$ cat config.mk
export PLATFORM = sky130hd
export DESIGN_NAME = hazard_scoreboard
export DESIGN_NICKNAME = d
export VERILOG_FILES = /design/src/rtl/riscv_pipe_pkg.sv /design/src/rtl/scoreboard_stage.sv /design/src/rtl/hazard_scoreboard.sv
export SDC_FILE = /design/constraint.sdc
export NUM_CORES = 1
export LEC_CHECK = 0
export BUFFER_PORTS_ARGS = -buffer_cell sky130_fd_sc_hd__buf_2
export CAP_MARGIN = 40
export CORE_MARGIN = 2
export CORE_UTILIZATION = 47
export CTS_BUF_LIST = sky130_fd_sc_hd__clkbuf_4 sky130_fd_sc_hd__clkbuf_8 sky130_fd_sc_hd__clkbuf_16
export DETAILED_ROUTE_END_ITERATION = 10
export PLACE_DENSITY = 0.79
export SETUP_SLACK_MARGIN = 0.5
export SYNTH_ARGS = -nofsm -noshare
export SYNTH_HDL_FRONTEND = slang
export SYNTH_SLANG_ARGS = --single-unit
$ cat constraint.sdc
create_clock -name clk -period 1.65 [get_ports clk]
set_input_delay 0.0825 -clock clk [delete_from_list [all_inputs] [get_ports clk]]
set_output_delay 0.0825 -clock clk [all_outputs]
set_load 0.005 [all_outputs]
$ cat src/rtl/riscv_pipe_pkg.sv
// Shared pipeline types: register-address width default, x0
// and the scoreboard stage-entry record {valid, load, rd}.
package riscv_pipe_pkg;

  localparam int AW_DEFAULT = 5;
  localparam int X0 = 0;

  typedef struct packed {
    logic                  valid;
    logic                  load;
    logic [AW_DEFAULT-1:0] rd;
  } sb_entry_t;

endpackage

$ cat src/rtl/scoreboard_stage.sv
// One scoreboard entry register with reset, clear and load-enable.
// Ports: clk, rst (sync, active-low), clr, en, d -> q.
module scoreboard_stage
  import riscv_pipe_pkg::*;
#(
  parameter type entry_t = sb_entry_t
) (
  input  logic   clk,
  input  logic   rst,
  input  logic   clr,
  input  logic   en,
  input  entry_t d,
  output entry_t q
);

  always_ff @(posedge clk) begin
    if (!rst) begin
      q <= '0;
    end else if (clr) begin
      q <= '0;
    end else if (en) begin
      q <= d;
    end
  end

endmodule

$ cat src/rtl/hazard_scoreboard.sv
// Register-write scoreboard: tracks in-flight destinations,
// flags source hazards, load-use stalls and the write-back tap.
// Ports: issue_*, rs1/rs2(+_used), stall, squash in;
// stage_valid/stage_rd, hz_*, load_use, wb_*, in_flight out.
module hazard_scoreboard
  import riscv_pipe_pkg::*;
#(
  parameter int DEPTH        = 3,
  parameter int AW           = AW_DEFAULT,
  parameter int SQUASH_DEPTH = 1,
  localparam int SW = (DEPTH > 1) ? $clog2(DEPTH) : 1,
  localparam int CW = $clog2(DEPTH + 1)
) (
  input  logic              clk,
  input  logic              rst,
  input  logic              issue_valid,
  input  logic              issue_wr,
  input  logic              issue_load,
  input  logic [AW-1:0]     issue_rd,
  input  logic [AW-1:0]     rs1,
  input  logic [AW-1:0]     rs2,
  input  logic              rs1_used,
  input  logic              rs2_used,
  input  logic              stall,
  input  logic              squash,
  output logic [DEPTH-1:0]  stage_valid,
  output logic [DEPTH*AW-1:0] stage_rd,
  output logic              hz_rs1,
  output logic              hz_rs2,
  output logic [SW-1:0]     hz_rs1_stage,
  output logic [SW-1:0]     hz_rs2_stage,
  output logic              load_use,
  output logic              wb_valid,
  output logic [AW-1:0]     wb_rd,
  output logic [CW-1:0]     in_flight
);

  typedef struct packed {
    logic          valid;
    logic          load;
    logic [AW-1:0] rd;
  } entry_t;

  localparam logic [AW-1:0] RZ = AW'(X0);

  entry_t q [DEPTH];
  entry_t d [DEPTH];
  entry_t head;
  logic   nv;

  assign nv = issue_valid & issue_wr &
              (issue_rd != RZ) & ~squash;

  always_comb begin
    head = '0;
    if (nv) begin
      head.valid = 1'b1;
      head.load  = issue_load;
      head.rd    = issue_rd;
    end
  end

  // Squashed stages clear even under stall; the first
  // surviving stage takes a bubble only when the pipe moves.
  for (genvar k = 0; k < DEPTH; k++) begin : g_stage
    logic clr;
    assign clr = squash &
                 ((k < SQUASH_DEPTH) |
                  ((k == SQUASH_DEPTH) & ~stall));
    if (k == 0) begin : g_head
      assign d[k] = head;
    end else begin : g_shift
      assign d[k] = q[k-1];
    end
    scoreboard_stage #(.entry_t(entry_t)) u_stage (
      .clk (clk),
      .rst (rst),
      .clr (clr),
      .en  (~stall),
      .d   (d[k]),
      .q   (q[k])
    );
    assign stage_valid[k]       = q[k].valid;
    assign stage_rd[k*AW +: AW] = q[k].rd;
  end

  // Scan oldest to youngest so the youngest match wins.
  always_comb begin
    hz_rs1       = 1'b0;
    hz_rs1_stage = '0;
    for (int k = DEPTH - 1; k >= 0; k--) begin
      if (rs1_used && rs1 != RZ &&
          q[k].valid && q[k].rd == rs1) begin
        hz_rs1       = 1'b1;
        hz_rs1_stage = SW'(k);
      end
    end
  end

  always_comb begin
    hz_rs2       = 1'b0;
    hz_rs2_stage = '0;
    for (int k = DEPTH - 1; k >= 0; k--) begin
      if (rs2_used && rs2 != RZ &&
          q[k].valid && q[k].rd == rs2) begin
        hz_rs2       = 1'b1;
        hz_rs2_stage = SW'(k);
      end
    end
  end

  assign load_use = ((hz_rs1 & (hz_rs1_stage == '0)) |
                     (hz_rs2 & (hz_rs2_stage == '0))) &
                    q[0].load;

  assign wb_valid = q[DEPTH-1].valid;
  assign wb_rd    = q[DEPTH-1].rd;

  always_comb begin
    in_flight = '0;
    for (int k = 0; k < DEPTH; k++) begin
      in_flight = in_flight + CW'(q[k].valid);
    end
  end

endmodule

==> impl_metrics.yaml <==
pwr:
  intPower_uw: 618.3
  p_per_area_nw_per_um2: 489.2
  switching_share_pct: 26.48
  irDropWorstVdd_uv: 457.1
  power_frac_clock_pct: 30.3
  p_switching_uw: 222.7
  seq_power_share_pct: 53.6
  p_leak_uw: 0.0008369
  power_frac_comb_pct: 16.0
finish:
  largest_register: "g_stage.u_stage.q"
  largest_reg_flops: 19
  finalNonFillerCells: 229
  nets: 224
  antenna_cells: 0
  drive_gt1_share_pct: 51.01
  reg.largest.list: "g_stage.u_stage.q (19)"
  areaGrowthSynthToFinish_pct: 30.36
floorplanning:
  die_h_microns: 56.97
  initial_core_util_pct: 48.66
  rows: 19
  core_sq_um: 2710
  fp.dieW_microns: 56.97
  ios: 57
  die-area_sq_um: 3246
global_routing:
  grt_max_degree: 17
  grt_pass1_vias: 1216
  gr-usage-all-layers_pct: 23.36
  grt_pass1_wl_microns: 5975
  antenna_found_initial: 0
  overflow: 0
place:
  gp_congestion: 0.8602
  numPortBuffers: 56
  place_hpwl_microns: 2717
  dp.cells: 217
timing:
  finalCritPeriodShare_pct: 105.9
  relSlewSlack_pct: 80.83
  rsz0062_at_grt: "yes"
  hold_slack_ns: 0.03736
  worst-slew-pin-transition_ns: 0.2852
  final_hold_viol_count: 0
  fin_skew_ns: 0.003041
  setup_violations: 7
  layout_min_cycle_time_ns: 1.747
  max_freq_mhz: 572.6
  setup_slack_ns: -0.09654
  maxSlewViolCount: 0
critical_path:
  crit_start: "g_stage[0].u_stage.q[1]$_SDFFE_PP0N_"
  rr_worst_depth: 4
  critPathRequiredTime_ns: 1.57
  crit_arrival_ns: 1.66
  crit_path_end_kind: "output port"
  critPathKind: "flip-flop to output port"
  max_stage_delay_ns: 0.38
  crit_chain: "xor2_1, nor4_2, nand4_1, a21boi_1, buf_2"
  startpoint_type: "flip-flop"
  r2r_end: "g_stage[1].u_stage.q[6]$_SDFFE_PP0N_"
  r2r-start: "g_stage[0].u_stage.q[6]$_SDFFE_PP0N_"
  reg2reg_slack_ns: 0.65
  critPathSlowestCell: "dfxtp_4"
  worst-path-max-fanout: 3
clocking:
  cts_tree: "yes"
  root_buffer: "clkbuf_4"
  clk_latency_ns: 0.29
  clock_path_buffers: 2
  cts_buffers: 3
  cts_sinks: 19
  htree_levels: 1
  clk_pin_slew_ns: 0.11
  ctsHoldBuffers: 0
logic_synthesis:
  synth_compound_area_share_pct: 8.539
  synth_top_family_by_area: "simple AND/OR/NAND/NOR gates"
  syn_nets: 172
  synth.top_cell.area_share_pct: 28.84
  synth_mux_area_share_pct: 4.554
  synth_area_leader_cell: "dfxtp_1"
  ys_seq_elements: 19
  synthesis.area_sq_um: 1319
  synth-edff-count: 0
  yosys.area_share.simple_pct: 24.86
  synthArstFlopShare_pct: 0
  yosys.area_share.xor_xnor_pct: 19.92
  synth_cells: 147
  synth.distinct_cells: 26
  avgSynthCellArea_sq_um: 8.971
  ys_top_cells_by_area: "dfxtp_1, xor2_1, buf_4, nor2b_1, mux2i_1"
  synth-adder-area-share_pct: 1.518
  synthFlopType: "dfxtp_1"
  synth_sequential_area_ratio_pct: 28.84
  yosysWarnings: 0
  synth_commonest_cells: "xor2_1, dfxtp_1, buf_4, nor2b_1, a21oi_1"
  synth_most_common_cell: "xor2_1"
drt:
  first_pass_iters: 4
  viasPerCell: 5.533
  num_vias: 1267
  wl_per_cell_microns: 16.36
  drc: 0
  routed_wirelength_microns: 3746
  drt_iter0_drc: 61
  drtAntennaViolNets: 0
hold_path:
  hold_start: "issue_rd[3]"
  hold_path_end: "g_stage[0].u_stage.q[3]$_SDFFE_PP0N_"
  hold_depth: 3
  hold_class: "primary input to flip-flop"
job:
  cap_violations: 0
outcome:
  status: "complete, but fails checks"
  violations: "setup timing"
layer usage:
metal	wire [microns]	vias to the layer above	part of all wire [%]	GRT usage (%)
met5	0	-	0	0
li1	-	601	-	-
met1	1636	624	44	30.35
met3	178	2	4.8	2.948
met2	1914	40	51	41.05
met4	17	0	0.45	5.980
kinds of logic (layout without fill, tap and decap cells):
logic type	Yosys count	after routing
xor+xnor	30	30
mux	6	6
fa+ha+maj	1	1
compound gates	18	18
simple gates	50	50
buf+inv	23	74
flops	19	19
layout make-up:
type / instances / area, sq um
Clock buffer: 4 / 30.03
Tap cell: 31 / 38.79
Sequential cell: 19 / 416.7
Fill cell: 240 / 991.0
Timing Repair Buffer: 70 / 407.9
Multi-Input combinational cell: 105 / 825.8
cell usage in the layout (no fill, tap or decap):
cell,netlist,final
nand2_1,2,2
nand2b_1,1,1
xor2_2,0,2
xor2_1,24,22
or4_1,3,3
dfxtp_1,19,4
clkbuf_4,0,4
nor2_1,7,7
buf_4,18,12
o211ai_1,1,1
nor4_2,0,4
nor4_1,6,2
nor3b_1,6,6
and4_4,2,2
buf_2,1,55
xnor2_1,6,6
and4bb_2,1,1
a21oi_1,8,8
nand4_1,6,6
o21ai_0,1,1
buf_12,0,1
a21boi_1,0,1
dfxtp_2,0,8
nor3b_2,2,2
o21a_1,2,2
buf_6,0,2
fa_2,0,1
nand3_1,2,2
a22oi_1,5,5
mux2i_1,6,6
nor2b_1,12,12
dfxtp_4,0,7
critical path: cells and delay by family, from the launching register on:
| family | cells | cell delay (ns) |
|---|---|---|
| AND/OR/NAND/NOR | 2 | 0.51 |
| XOR/XNOR | 1 | 0.16 |
| flip-flops | 1 | 0.38 |
| AO/OA/AOI/OAI | 1 | 0.19 |
| buffers and inverters | 1 | 0.13 |
worst max-delay path by stage:
stage / to / slack [ns]
2_1_floorplan: hz_rs2_stage[1] / 0.44
3_3_place_gp: hz_rs1_stage[1] / 0.14
3_5_place_dp: hz_rs1_stage[1] / 0.12
6_report: load_use / -0.1
5_1_grt: hz_rs2_stage[1] / -0.20
4_1_cts: load_use / -0.07
power by group through the flow:
stage | sequential, uW | combinational, uW | clock, uW
after global placement | 473 | 119 | 0
after CTS | 453 | 130 | 260
after global routing | 452 | 146 | 277
final | 451 | 135 | 255
after detailed placement | 473 | 122 | 0
after floorplan | 473 | 65.7 | 0
timing repair:
action / in CTS / in global routing
gates resized for setup: 24 / 5
cloned: 0 / 0
setup endpoints to repair: 9 / 9
setup buffers: 6 / 2
pin swaps: 17 / 14
per-stage QoR:
step / cell area (sq um) / TNS (ns) / worst slack [ns] / total power (uW) / utilization (%)
global placement: 1530 / 0 / 0.1356 / 592.6 / 56.46
CTS: 1683 / -0.2699 / -0.07251 / 842.8 / 62.10
detailed placement: 1530 / 0 / 0.1168 / 595.7 / 56.46
global route: 1719 / -0.9282 / -0.2014 / 874.6 / 63.43
finish: 1719 / -0.3901 / -0.09654 / 841.0 / 63.43
floorplan: 1321 / 0 / 0.4365 / 538.4 / -
Power figures use the tool's default switching activity.
